## src/rtl/pc_next_unit_if.sv

```systemverilog
// Bus between the fetch-stage PC unit and its neighbours: instruction-memory
// handshake, redirect requests from execute/trap logic, and PC status outputs.
//
// Handshake: the PC unit raises fetch_valid while pc is a real fetch request;
// instruction memory raises fetch_ready when it takes pc this cycle. A fetch is
// accepted on a rising edge where fetch_valid && fetch_ready && !stall &&
// !trap_valid all hold. Redirects (trap_valid/br_taken/jmp_valid) are single-cycle
// level requests sampled on that same edge; they carry no ready of their own.
interface pc_next_unit_if #(
  parameter int unsigned XLEN      = 32,
  parameter int unsigned CNT_WIDTH = 64
);
  logic                 fetch_ready;
  logic                 stall;
  logic                 inst_is_compressed;
  logic                 br_taken;
  logic [XLEN-1:0]      br_target;
  logic                 jmp_valid;
  logic [XLEN-1:0]      jmp_target;
  logic                 trap_valid;
  logic [XLEN-1:0]      trap_vector;
  logic                 fetch_valid;
  logic [XLEN-1:0]      pc;
  logic [XLEN-1:0]      pc_plus_step;
  logic                 misalign_err;
  logic [XLEN-1:0]      misalign_addr;
  logic [CNT_WIDTH-1:0] fetch_count;

  // Requester side: memory, execute and trap logic.
  modport master (
    output fetch_ready, stall, inst_is_compressed,
    output br_taken, br_target, jmp_valid, jmp_target, trap_valid, trap_vector,
    input  fetch_valid, pc, pc_plus_step, misalign_err, misalign_addr, fetch_count
  );

  // The PC unit itself.
  modport slave (
    input  fetch_ready, stall, inst_is_compressed,
    input  br_taken, br_target, jmp_valid, jmp_target, trap_valid, trap_vector,
    output fetch_valid, pc, pc_plus_step, misalign_err, misalign_addr, fetch_count
  );
endinterface

```

## src/rtl/pc_next_unit.sv

```systemverilog
// Registered program counter with fetch handshake, prioritised redirects
// (trap > branch > jump > sequential), target alignment checking and an
// accepted-fetch counter. State BOOT -> RUN after reset; a misaligned
// branch/jump target parks the unit in FAULT until a trap redirects it.
module pc_next_unit #(
  parameter int unsigned     XLEN         = 32,
  parameter logic [XLEN-1:0] RESET_VECTOR = '0,
  parameter int unsigned     C_EXT        = 0,
  parameter int unsigned     CNT_WIDTH    = 64
) (
  input  logic          clk,
  input  logic          rst,
  pc_next_unit_if.slave bus,
  output logic [1:0]    o_dbg_state
);

  typedef enum logic [1:0] {
    ST_BOOT  = 2'd0,
    ST_RUN   = 2'd1,
    ST_FAULT = 2'd2
  } state_t;

  // Low bits that must be zero in a legal target.
  localparam logic [XLEN-1:0] ALIGN_MASK = (C_EXT != 0) ? XLEN'(1) : XLEN'(3);
  localparam logic [XLEN-1:0] STEP2      = XLEN'(2);
  localparam logic [XLEN-1:0] STEP4      = XLEN'(4);

  state_t               r_state;
  state_t               w_state_next;
  logic [XLEN-1:0]      r_pc;
  logic                 r_misalign_err;
  logic [XLEN-1:0]      r_misalign_addr;
  logic [CNT_WIDTH-1:0] r_fetch_count;

  logic [XLEN-1:0]      w_step;
  logic [XLEN-1:0]      w_pc_plus_step;
  logic [XLEN-1:0]      w_trap_target;
  logic                 w_br_mis;
  logic                 w_jmp_mis;
  logic                 w_accept;
  logic [XLEN-1:0]      w_pc_next;
  logic                 w_fault;
  logic [XLEN-1:0]      w_fault_addr;

  // Step size: compressed instructions advance by 2 only when C is enabled.
  always_comb begin
    w_step = STEP4;
    if ((C_EXT != 0) && bus.inst_is_compressed) w_step = STEP2;
  end

  assign w_pc_plus_step = r_pc + w_step;
  assign w_trap_target  = bus.trap_vector & ~ALIGN_MASK;
  assign w_br_mis       = |(bus.br_target & ALIGN_MASK);
  assign w_jmp_mis      = |(bus.jmp_target & ALIGN_MASK);
  assign w_accept       = (r_state == ST_RUN) && bus.fetch_ready && !bus.stall && !bus.trap_valid;

  // State register.
  always_ff @(posedge clk or posedge rst) begin
    if (rst) r_state <= ST_BOOT;
    else     r_state <= w_state_next;
  end

  // Next state and next pc; a lower-priority request never rescues a faulting one.
  always_comb begin
    w_state_next = r_state;
    w_pc_next    = r_pc;
    w_fault      = 1'b0;
    w_fault_addr = r_misalign_addr;
    case (r_state)
      ST_BOOT: w_state_next = ST_RUN;
      ST_RUN: begin
        if (bus.trap_valid) begin
          w_pc_next = w_trap_target;
        end else if (bus.br_taken && !bus.stall) begin
          if (w_br_mis) begin
            w_state_next = ST_FAULT;
            w_fault      = 1'b1;
            w_fault_addr = bus.br_target;
          end else begin
            w_pc_next = bus.br_target;
          end
        end else if (bus.jmp_valid && !bus.stall) begin
          if (w_jmp_mis) begin
            w_state_next = ST_FAULT;
            w_fault      = 1'b1;
            w_fault_addr = bus.jmp_target;
          end else begin
            w_pc_next = bus.jmp_target;
          end
        end else if (bus.fetch_ready && !bus.stall) begin
          w_pc_next = w_pc_plus_step;
        end
      end
      ST_FAULT: begin
        if (bus.trap_valid) begin
          w_pc_next    = w_trap_target;
          w_state_next = ST_RUN;
        end
      end
      default: w_state_next = ST_BOOT;
    endcase
  end

  // FSM-derived outputs.
  always_comb begin
    bus.fetch_valid = (r_state == ST_RUN);
    o_dbg_state     = r_state;
  end

  // Datapath registers: pc, fault pulse/address and fetch counter.
  always_ff @(posedge clk or posedge rst) begin
    if (rst) begin
      r_pc            <= RESET_VECTOR;
      r_misalign_err  <= 1'b0;
      r_misalign_addr <= '0;
      r_fetch_count   <= '0;
    end else begin
      r_pc            <= w_pc_next;
      r_misalign_err  <= w_fault;
      r_misalign_addr <= w_fault_addr;
      if (w_accept) r_fetch_count <= r_fetch_count + CNT_WIDTH'(1);
    end
  end

  assign bus.pc            = r_pc;
  assign bus.pc_plus_step  = w_pc_plus_step;
  assign bus.misalign_err  = r_misalign_err;
  assign bus.misalign_addr = r_misalign_addr;
  assign bus.fetch_count   = r_fetch_count;

endmodule

```

## src/flat_wrapper.sv

```systemverilog
// flat-port wrapper written by rule: the top's interface ports become plain ports
module pc_next_unit_flat 
#(
  parameter int unsigned     XLEN         = 32,
  parameter logic [XLEN-1:0] RESET_VECTOR = '0,
  parameter int unsigned     C_EXT        = 0,
  parameter int unsigned     CNT_WIDTH    = 64
)
  (clk, rst, o_dbg_state, bus_fetch_ready, bus_stall, bus_inst_is_compressed, bus_br_taken, bus_br_target, bus_jmp_valid, bus_jmp_target, bus_trap_valid, bus_trap_vector, bus_fetch_valid, bus_pc, bus_pc_plus_step, bus_misalign_err, bus_misalign_addr, bus_fetch_count);
  pc_next_unit_if #(.XLEN(XLEN), .CNT_WIDTH(CNT_WIDTH)) bus_i ();
  input  logic clk;
  input  logic rst;
  output logic [1:0] o_dbg_state;
  input wire logic [$bits(bus_i.fetch_ready)-1:0] bus_fetch_ready;
  input wire logic [$bits(bus_i.stall)-1:0] bus_stall;
  input wire logic [$bits(bus_i.inst_is_compressed)-1:0] bus_inst_is_compressed;
  input wire logic [$bits(bus_i.br_taken)-1:0] bus_br_taken;
  input wire logic [$bits(bus_i.br_target)-1:0] bus_br_target;
  input wire logic [$bits(bus_i.jmp_valid)-1:0] bus_jmp_valid;
  input wire logic [$bits(bus_i.jmp_target)-1:0] bus_jmp_target;
  input wire logic [$bits(bus_i.trap_valid)-1:0] bus_trap_valid;
  input wire logic [$bits(bus_i.trap_vector)-1:0] bus_trap_vector;
  output wire logic [$bits(bus_i.fetch_valid)-1:0] bus_fetch_valid;
  output wire logic [$bits(bus_i.pc)-1:0] bus_pc;
  output wire logic [$bits(bus_i.pc_plus_step)-1:0] bus_pc_plus_step;
  output wire logic [$bits(bus_i.misalign_err)-1:0] bus_misalign_err;
  output wire logic [$bits(bus_i.misalign_addr)-1:0] bus_misalign_addr;
  output wire logic [$bits(bus_i.fetch_count)-1:0] bus_fetch_count;
  assign bus_i.fetch_ready = bus_fetch_ready;
  assign bus_i.stall = bus_stall;
  assign bus_i.inst_is_compressed = bus_inst_is_compressed;
  assign bus_i.br_taken = bus_br_taken;
  assign bus_i.br_target = bus_br_target;
  assign bus_i.jmp_valid = bus_jmp_valid;
  assign bus_i.jmp_target = bus_jmp_target;
  assign bus_i.trap_valid = bus_trap_valid;
  assign bus_i.trap_vector = bus_trap_vector;
  assign bus_fetch_valid = bus_i.fetch_valid;
  assign bus_pc = bus_i.pc;
  assign bus_pc_plus_step = bus_i.pc_plus_step;
  assign bus_misalign_err = bus_i.misalign_err;
  assign bus_misalign_addr = bus_i.misalign_addr;
  assign bus_fetch_count = bus_i.fetch_count;
  pc_next_unit #(.XLEN(XLEN), .RESET_VECTOR(RESET_VECTOR), .C_EXT(C_EXT), .CNT_WIDTH(CNT_WIDTH)) u_core (.clk(clk), .rst(rst), .bus(bus_i), .o_dbg_state(o_dbg_state));
endmodule
```

## config.mk

```make
export PLATFORM = sky130hd
export DESIGN_NAME = pc_next_unit_flat
export DESIGN_NICKNAME = d
export VERILOG_FILES = /design/src/rtl/pc_next_unit_if.sv /design/src/rtl/pc_next_unit.sv /design/src/flat_wrapper.sv
export SDC_FILE = /design/constraint.sdc
export NUM_CORES = 1
export LEC_CHECK = 0
export ABC_AREA = 1
export ABC_CLOCK_PERIOD_IN_PS = 5600
export CELL_PAD_IN_SITES_DETAIL_PLACEMENT = 0
export CELL_PAD_IN_SITES_GLOBAL_PLACEMENT = 1
export CORE_ASPECT_RATIO = 1.25
export CORE_UTILIZATION = 45
export CTS_BUF_LIST = sky130_fd_sc_hd__clkbuf_4
export DETAILED_ROUTE_END_ITERATION = 7
export DONT_BUFFER_PORTS = 1
export GPL_ROUTABILITY_DRIVEN = 0
export MAX_ROUTING_LAYER = met4
export PLACE_DENSITY_LB_ADDON = 0.1
export SYNTH_ARGS = -nofsm -noshare
export SYNTH_HDL_FRONTEND = slang
export SYNTH_SLANG_ARGS = --single-unit
```

## constraint.sdc

```tcl
create_clock -name clk -period 5.6 [get_ports clk]
set_input_delay 0.56 -clock clk [delete_from_list [all_inputs] [get_ports clk]]
set_output_delay 0.56 -clock clk [all_outputs]
set_load 0.02 [all_outputs]
```

==> results of run 1 <==
Yosys cell counts (all sizes together):
master / count / area share, %
clkbuf: 20 / 0.88
dfrtp: 131 / 38
and2: 2 / 0.15
xnor2: 19 / 1.9
nor3b: 1 / 0.088
buf: 14 / 1.0
ha: 6 / 0.88
o211ai: 4 / 0.35
o21ai: 38 / 2.2
a21oi: 2 / 0.12
nand3: 57 / 3.5
xor2: 33 / 3.4
nand2: 558 / 25
and3: 1 / 0.073
nand3b: 8 / 0.70
or2: 1 / 0.073
nor2: 248 / 11
a31oi: 33 / 2.4
nor3: 15 / 1.1
inv: 117 / 5.2
nor4: 2 / 0.15
nand4: 18 / 1.4
sequential cells by signal (all words and copies together), names as in the netlist:
| signal | count |
|---|---|
| u_core.bus.fetch_count | 64 |
| u_core.bus.misalign_addr | 32 |
| u_core.bus.pc | 32 |
| u_core.o_dbg_state | 2 |
| u_core.bus.misalign_err | 1 |
worst register-to-register path, cell delays in order, from the launching register on:
cell     delay [ps]
dfrtp_1         510
inv_1           170
ha_1            420
nand2_1         120
nor2_2          110
buf_4           280
nand3_2         180
nor2_2          160
nand3_1         230
nor2_1          260
nand3_1         100
nand2_1          80
nand2_1          50
what timing repair did:
action                     4_1_cts  5_1_grt
setup endpoints to repair        0        0
hold endpoints to repair        49        0
hold buffers                     1        0
power breakdown:
| group | internal (mW) | switching (mW) | leakage [nW] | total [mW] |
|---|---|---|---|---|
| combinational | 0.429 | 1.04 | 2.56 | 1.47 |
| sequential | 1.21 | 0.705 | 1.66 | 1.91 |
| clock | 0.266 | 0.405 | 0.139 | 0.670 |
| total | 1.90 | 2.15 | 4.36 | 4.05 |
stage by stage:
stage / area, um2 / hold WS (ps) / instances
6_report: 9010 / 115 / 1565
2_1_floorplan: 8550 / 592 / 1328
3_5_place_dp: 8730 / 619 / 1531
4_1_cts: 9010 / 90.1 / 1564
3_3_place_gp: 8730 / 615 / 1531
5_1_grt: 9010 / 102 / 1565
area by class of cell:
| type | count | area (um2) | share of cell area, % |
|---|---|---|---|
| inverters | 117 | 447 | 4.95 |
| clock buffers | 18 | 135 | 1.50 |
| repair buffers | 6 | 47.5 | 0.527 |
| clock inverters | 14 | 139 | 1.54 |
| flip-flops and latches | 131 | 3280 | 36.4 |
| diodes | 1 | 2.50 | 0.0278 |
| multi-input cells | 1046 | 4680 | 51.9 |
| well taps | 232 | 290 | 3.22 |
cells in the final DEF, fill, tap and decap left out, types with 2 or more instances in the layout:
cell type | synthesis | routed
dfrtp_1 | 131 | 131
and2_1 | 2 | 2
xnor2_1 | 19 | 19
o21ai_1 | 2 | 2
clkinv_4 | 0 | 2
inv_2 | 4 | 4
o211ai_1 | 4 | 4
clkinv_2 | 0 | 3
nand2_1 | 554 | 554
nor3_2 | 2 | 2
nand2_2 | 2 | 2
nor3_1 | 12 | 12
nor2_4 | 3 | 4
bufinv_16 | 0 | 2
nand3b_1 | 8 | 8
clkinv_1 | 0 | 2
o21ai_0 | 36 | 36
xor2_1 | 33 | 33
ha_1 | 6 | 6
a31oi_1 | 33 | 33
nor2_1 | 238 | 237
nand2_4 | 2 | 2
a21oi_1 | 2 | 2
nor4_1 | 2 | 2
clkbuf_4 | 0 | 18
nor2_2 | 7 | 7
inv_6 | 0 | 2
nand3_1 | 55 | 55
buf_4 | 2 | 5
nand4_1 | 17 | 17
clkinvlp_4 | 0 | 4
nand3_2 | 2 | 2
inv_1 | 112 | 111
layer usage:
metal  global-route usage [%]  up-vias
met5                        -        -
met4                     9.76        0
met3                     6.76       42
met2                     57.2      227
met1                     30.5     3814
li1                         -     4129
worst max-delay path by stage:
stage / from / to / slack [ps] / cells past startpoint
floorplan: rst / u_core.bus.fetch_count[0] / 1540 / 1
global placement: bus_stall / u_core.bus.pc[0] / 2580 / 10
detailed placement: bus_stall / u_core.bus.pc[0] / 2540 / 10
CTS: u_core.bus.pc[3] / bus_pc_plus_step[12] / 2170 / 5
global route: u_core.bus.pc[3] / bus_pc_plus_step[12] / 2010 / 5
finish: u_core.bus.pc[3] / bus_pc_plus_step[12] / 2200 / 5
logic make-up (layout without fill, tap and decap cells):
| logic type | count (synthesis) | after routing | synth area share [%] |
|---|---|---|---|
| XOR/XNOR | 52 | 52 | 5.33 |
| AND/OR/NAND/NOR | 911 | 911 | 43.3 |
| flip-flops | 131 | 131 | 38.3 |
| adder cells (fa/ha/maj) | 6 | 6 | 0.878 |
| buffers and inverters | 151 | 155 | 7.05 |
| AO/OA/AOI/OAI | 77 | 77 | 5.11 |
| other | 0 | 1 | 0 |
==> results_dict.tcl, run 1 <==
set metrics [dict create \
    status "finished with violations" \
    violations "DRC" \
    slew_headroom_pct 48.6 \
    syn_inst 1328 \
    cts.clk_slew.worst_paths_ps 130 \
    antenna_found_initial 1 \
    hold-path-endpoint "u_core.bus.misalign_addr[1]" \
    worst_r2r_path_depth 12 \
    area_growth_pct 5.44 \
    finalSetupViolations 0 \
    wl_met1_mm 10.5 \
    cpLargestDelayFamily "simple AND/OR/NAND/NOR gates" \
    start_kind "flip-flop" \
    met3_length_mm 1.56 \
    max_freq_mhz 294 \
    hp-start "bus_br_target[1]" \
    overflow 0 \
    ys_types 36 \
    max-vdd-ir-drop_mv 0.256 \
    io-pin-count 268 \
    clockBufferDepth 2 \
    start_util_pct 45.7 \
    r2r-end "u_core.bus.fetch_count[61]" \
    port_buffers 0 \
    die_width_um 125 \
    cp_slowest_stage_delay_ps 610 \
    cts_tree "built" \
    clkLatencyLatePin_ps 590 \
    critical_path_buf_inv_count 0 \
    hold_violations 0 \
    via_count 8212 \
    crit_path_end_kind "output port" \
    grt_pass1_wl_mm 43.3 \
    numCtsBuffers 17 \
    drt_iter0_markers 460 \
    crit_slowest_cell "xnor2_1" \
    vias_per_cell 5.25 \
    min_path_type "in2reg" \
    wl_per_cell_um 18.1 \
    postCtsSetupRepairBufs 0 \
    synth_area_per_cell_um2 6.44 \
    htreeDepth 4 \
    required_ps 5040 \
    synth_seq_area_share_pct 38.3 \
    synth_area_mm2 0.00855 \
    fin_crit_sh_pct 60.8 \
    layout.nets 1429 \
    n_fill_cell 2029 \
    maxCapViolations 0 \
    slew_violations 0 \
    ant_nets 0 \
    grt_max_degree 84 \
    worst_slack_ps 2200 \
    leakage_nw 4.36 \
    power_density_mw_per_mm2 449 \
    drtPass1Iterations 7 \
    yosysWarnings 0 \
    path_class "reg2out" \
    drc 10 \
    cp.arrival_ps 2840 \
    reg2reg_from "u_core.o_dbg_state[1]" \
    die-area_mm2 0.0196 \
    design.core.area_mm2 0.0187 \
    fin_crit_ps 3400 \
    grt_use_total_pct 30.2 \
    post_cts_resized 0 \
    top_layer "met4" \
    pre_cts_ws_ps 2540 \
    r2r_slack_ps 2840 \
    fin_tns_setup_ps 0 \
    synth_nets 1438 \
    min_path_cells 2 \
    worst_pin_slew_ps 770 \
    layout-drive-gt1-share_pct 4.65 \
    skew_ps 35.3 \
    hpwl_mm 21.7 \
    crit_fanout 6 \
    first_global_vias 7772 \
    grt_setup_unrepaired "no" \
    numClockSinks 131 \
    path_cells "ha_1, nand3_1, nor2_2, nand2_1, xnor2_1" \
    synth-seq-cells 131 \
    total_power_mw 4.05 \
    final_util_pct 48.2 \
    cts-root-buf "clkbuf_4" \
    dr_wl_met2_mm 15.7 \
    routed_wl_mm 28.3 \
    die_h_um 156 \
    fp-row-count 56 \
]
Power figures use the tool's default switching activity.
==> inputs of run 2 (changes only) <==
--- a/config.mk
+++ b/config.mk
@@ -6,11 +6,11 @@
 export NUM_CORES = 1
 export LEC_CHECK = 0
 export ABC_AREA = 1
-export ABC_CLOCK_PERIOD_IN_PS = 5600
+export ABC_CLOCK_PERIOD_IN_PS = 3000
 export CELL_PAD_IN_SITES_DETAIL_PLACEMENT = 0
 export CELL_PAD_IN_SITES_GLOBAL_PLACEMENT = 1
 export CORE_ASPECT_RATIO = 1.25
-export CORE_UTILIZATION = 45
+export CORE_UTILIZATION = 41
 export CTS_BUF_LIST = sky130_fd_sc_hd__clkbuf_4
 export DETAILED_ROUTE_END_ITERATION = 7
 export DONT_BUFFER_PORTS = 1
==> constraint.sdc (replaced) <==
create_clock -name clk -period 3 [get_ports clk]
set_input_delay 0.3 -clock clk [delete_from_list [all_inputs] [get_ports clk]]
set_output_delay 0.3 -clock clk [all_outputs]
set_load 0.02 [all_outputs]
==> run 2 against run 1 <==
Against the previous run:
- the flow now finishes without violations
- critical path depth increased by 2
- sequential power increased by 87%
- flip-flop and latch count unchanged
- highest routed layer unchanged
- clock skew decreased by 15 ps
- first-iteration DRC count decreased by 17%
- core utilization increased by 2.1 points
- cell area increased by 13%
- non-clock buffer count increased by 107
- cell count increased by 9.3%
==> results_dict.tcl, run 2 (same netlist as run 1, synthesis figures left out) <==
set metrics [dict create \
    final_util_pct 50.3 \
    fin_crit_ps 2830 \
    antenna_found_initial 1 \
    power_density_mw_per_mm2 805 \
    maxCapViolations 0 \
    crit_path_end_kind "output port" \
    setup.worst_path.start "u_core.bus.pc[3]" \
    area_growth_pct 19.1 \
    leakage_nw 4.82 \
    htreeDepth 4 \
    wl_per_cell_um 17.7 \
    clkLatencyLatePin_ps 570 \
    drtPass1Iterations 5 \
    status "completed" \
    routed_wl_mm 30.2 \
    grt_max_degree 62 \
    numClockSinks 131 \
    design.core.area_mm2 0.0202 \
    ant_nets 0 \
    overflow 0 \
    drc 0 \
    layout.nets 1536 \
    fin_crit_sh_pct 94.2 \
    cts-root-buf "clkbuf_4" \
    via_count 8655 \
    max_freq_mhz 354 \
    grt_pass1_wl_mm 46.9 \
    area.sequential_mm2 0.00328 \
    crit_fanout 6 \
    required_ps 2700 \
    reg2reg_from "u_core.bus.pc[3]" \
    stdcell_area_mm2 0.0102 \
    hold_violations 0 \
    min_path_type "in2reg" \
    postCtsSetupRepairBufs 0 \
    drt_iter0_markers 383 \
    start_util_pct 42.2 \
    slew_headroom_pct 40.6 \
    cts_tree "built" \
    finalSetupViolations 0 \
    port_buffers 0 \
    fp-row-count 58 \
    die_width_um 131 \
    hpwl_mm 23.0 \
    cp.arrival_ps 2530 \
    multi_input_comb_area_mm2 0.00468 \
    max-vdd-ir-drop_mv 0.419 \
    numCtsBuffers 17 \
    start_kind "flip-flop" \
    layout-drive-gt1-share_pct 5.21 \
    final_common_cell "nand2_1" \
    place_area_mm2 0.00889 \
    first_global_vias 8617 \
    final_cell_mix "nand2_1 (554), nor2_1 (236), dfrtp_1 (127), inv_1 (111), dlygate4sd3_1 (98)" \
    hp-start "bus_trap_vector[2]" \
    die-area_mm2 0.0214 \
    grt_use_total_pct 29.6 \
    vias_per_cell 5.06 \
    fin_tns_setup_ps 0 \
    clockBufferDepth 2 \
    grt_setup_unrepaired "no" \
    largest_reg_flops 64 \
    cts.clk_slew.worst_paths_ps 120 \
    n_fill_cell 2141 \
    worst_pin_slew_ps 889 \
    path_class "reg2out" \
    die_h_um 163 \
    slew_violations 0 \
    skew_ps 19.8 \
    io-pin-count 268 \
]
## run 2: report_power, final
part,total [mW],internal [mW],switching [mW]
Clock,1.30,0.568,0.733
Combinational,3.31,1.24,2.06
Sequential,3.58,2.26,1.32
Total,8.19,4.08,4.12
## run 2: timing repair
item                                   CTS  global route
endpoints found under the hold margin   99             0
hold buffers                            98             0
gates resized for setup                  2             5
setup endpoints to repair                1            21
## run 2: per-layer routing
metal | wire length (um) | global-route usage (%) | vias up
met2 | 16300 | 55.5 | 272
met1 | 11000 | 28.6 | 3991
met4 | 1110 | 13.0 | 0
li1 | - | - | 4326
met5 | 0 | - | -
met3 | 1810 | 7.76 | 66
## run 2: final timing paths
kind                                         endpoint  slack (ps)  depth (start not counted)
min in group asynchronous   u_core.bus.fetch_count[8]         380                          2
min reg2reg                     u_core.o_dbg_state[1]         610                          2
min                                  u_core.bus.pc[2]          40                          4
max in group asynchronous  u_core.bus.fetch_count[60]        1850                          3
max reg2reg                          u_core.bus.pc[8]         180                          9
max                              bus_pc_plus_step[20]         170                          7
## run 2: final cells by class
class	instances	area share, %
clock inverter	15	1.62
multi-input combinational	1046	46.0
timing repair buffer	113	11.1
clock buffer	17	1.25
inverter	117	4.40
antenna	2	0.0492
tap	270	3.32
sequential	131	32.3
## run 2: worst max-delay path: stages (launching register included)
cell     delay, ps
dfrtp_2        500
ha_1           260
nand3_1        210
nor2_2         350
nand2_1        240
nor2_1         140
nand2_1         80
nand2_1        190
## run 2: per-stage QoR
step                      setup WS [ps]  hold WS (ps)  total power, mW  instances
after floorplan                     919           447             5.60       1328
after global placement              577           370             6.42       1579
after detailed placement            560           393             6.48       1579
after CTS                          85.6          2.36             8.23       1709
after global routing               5.70          46.5             8.81       1711
final                               173          35.9             8.19       1711
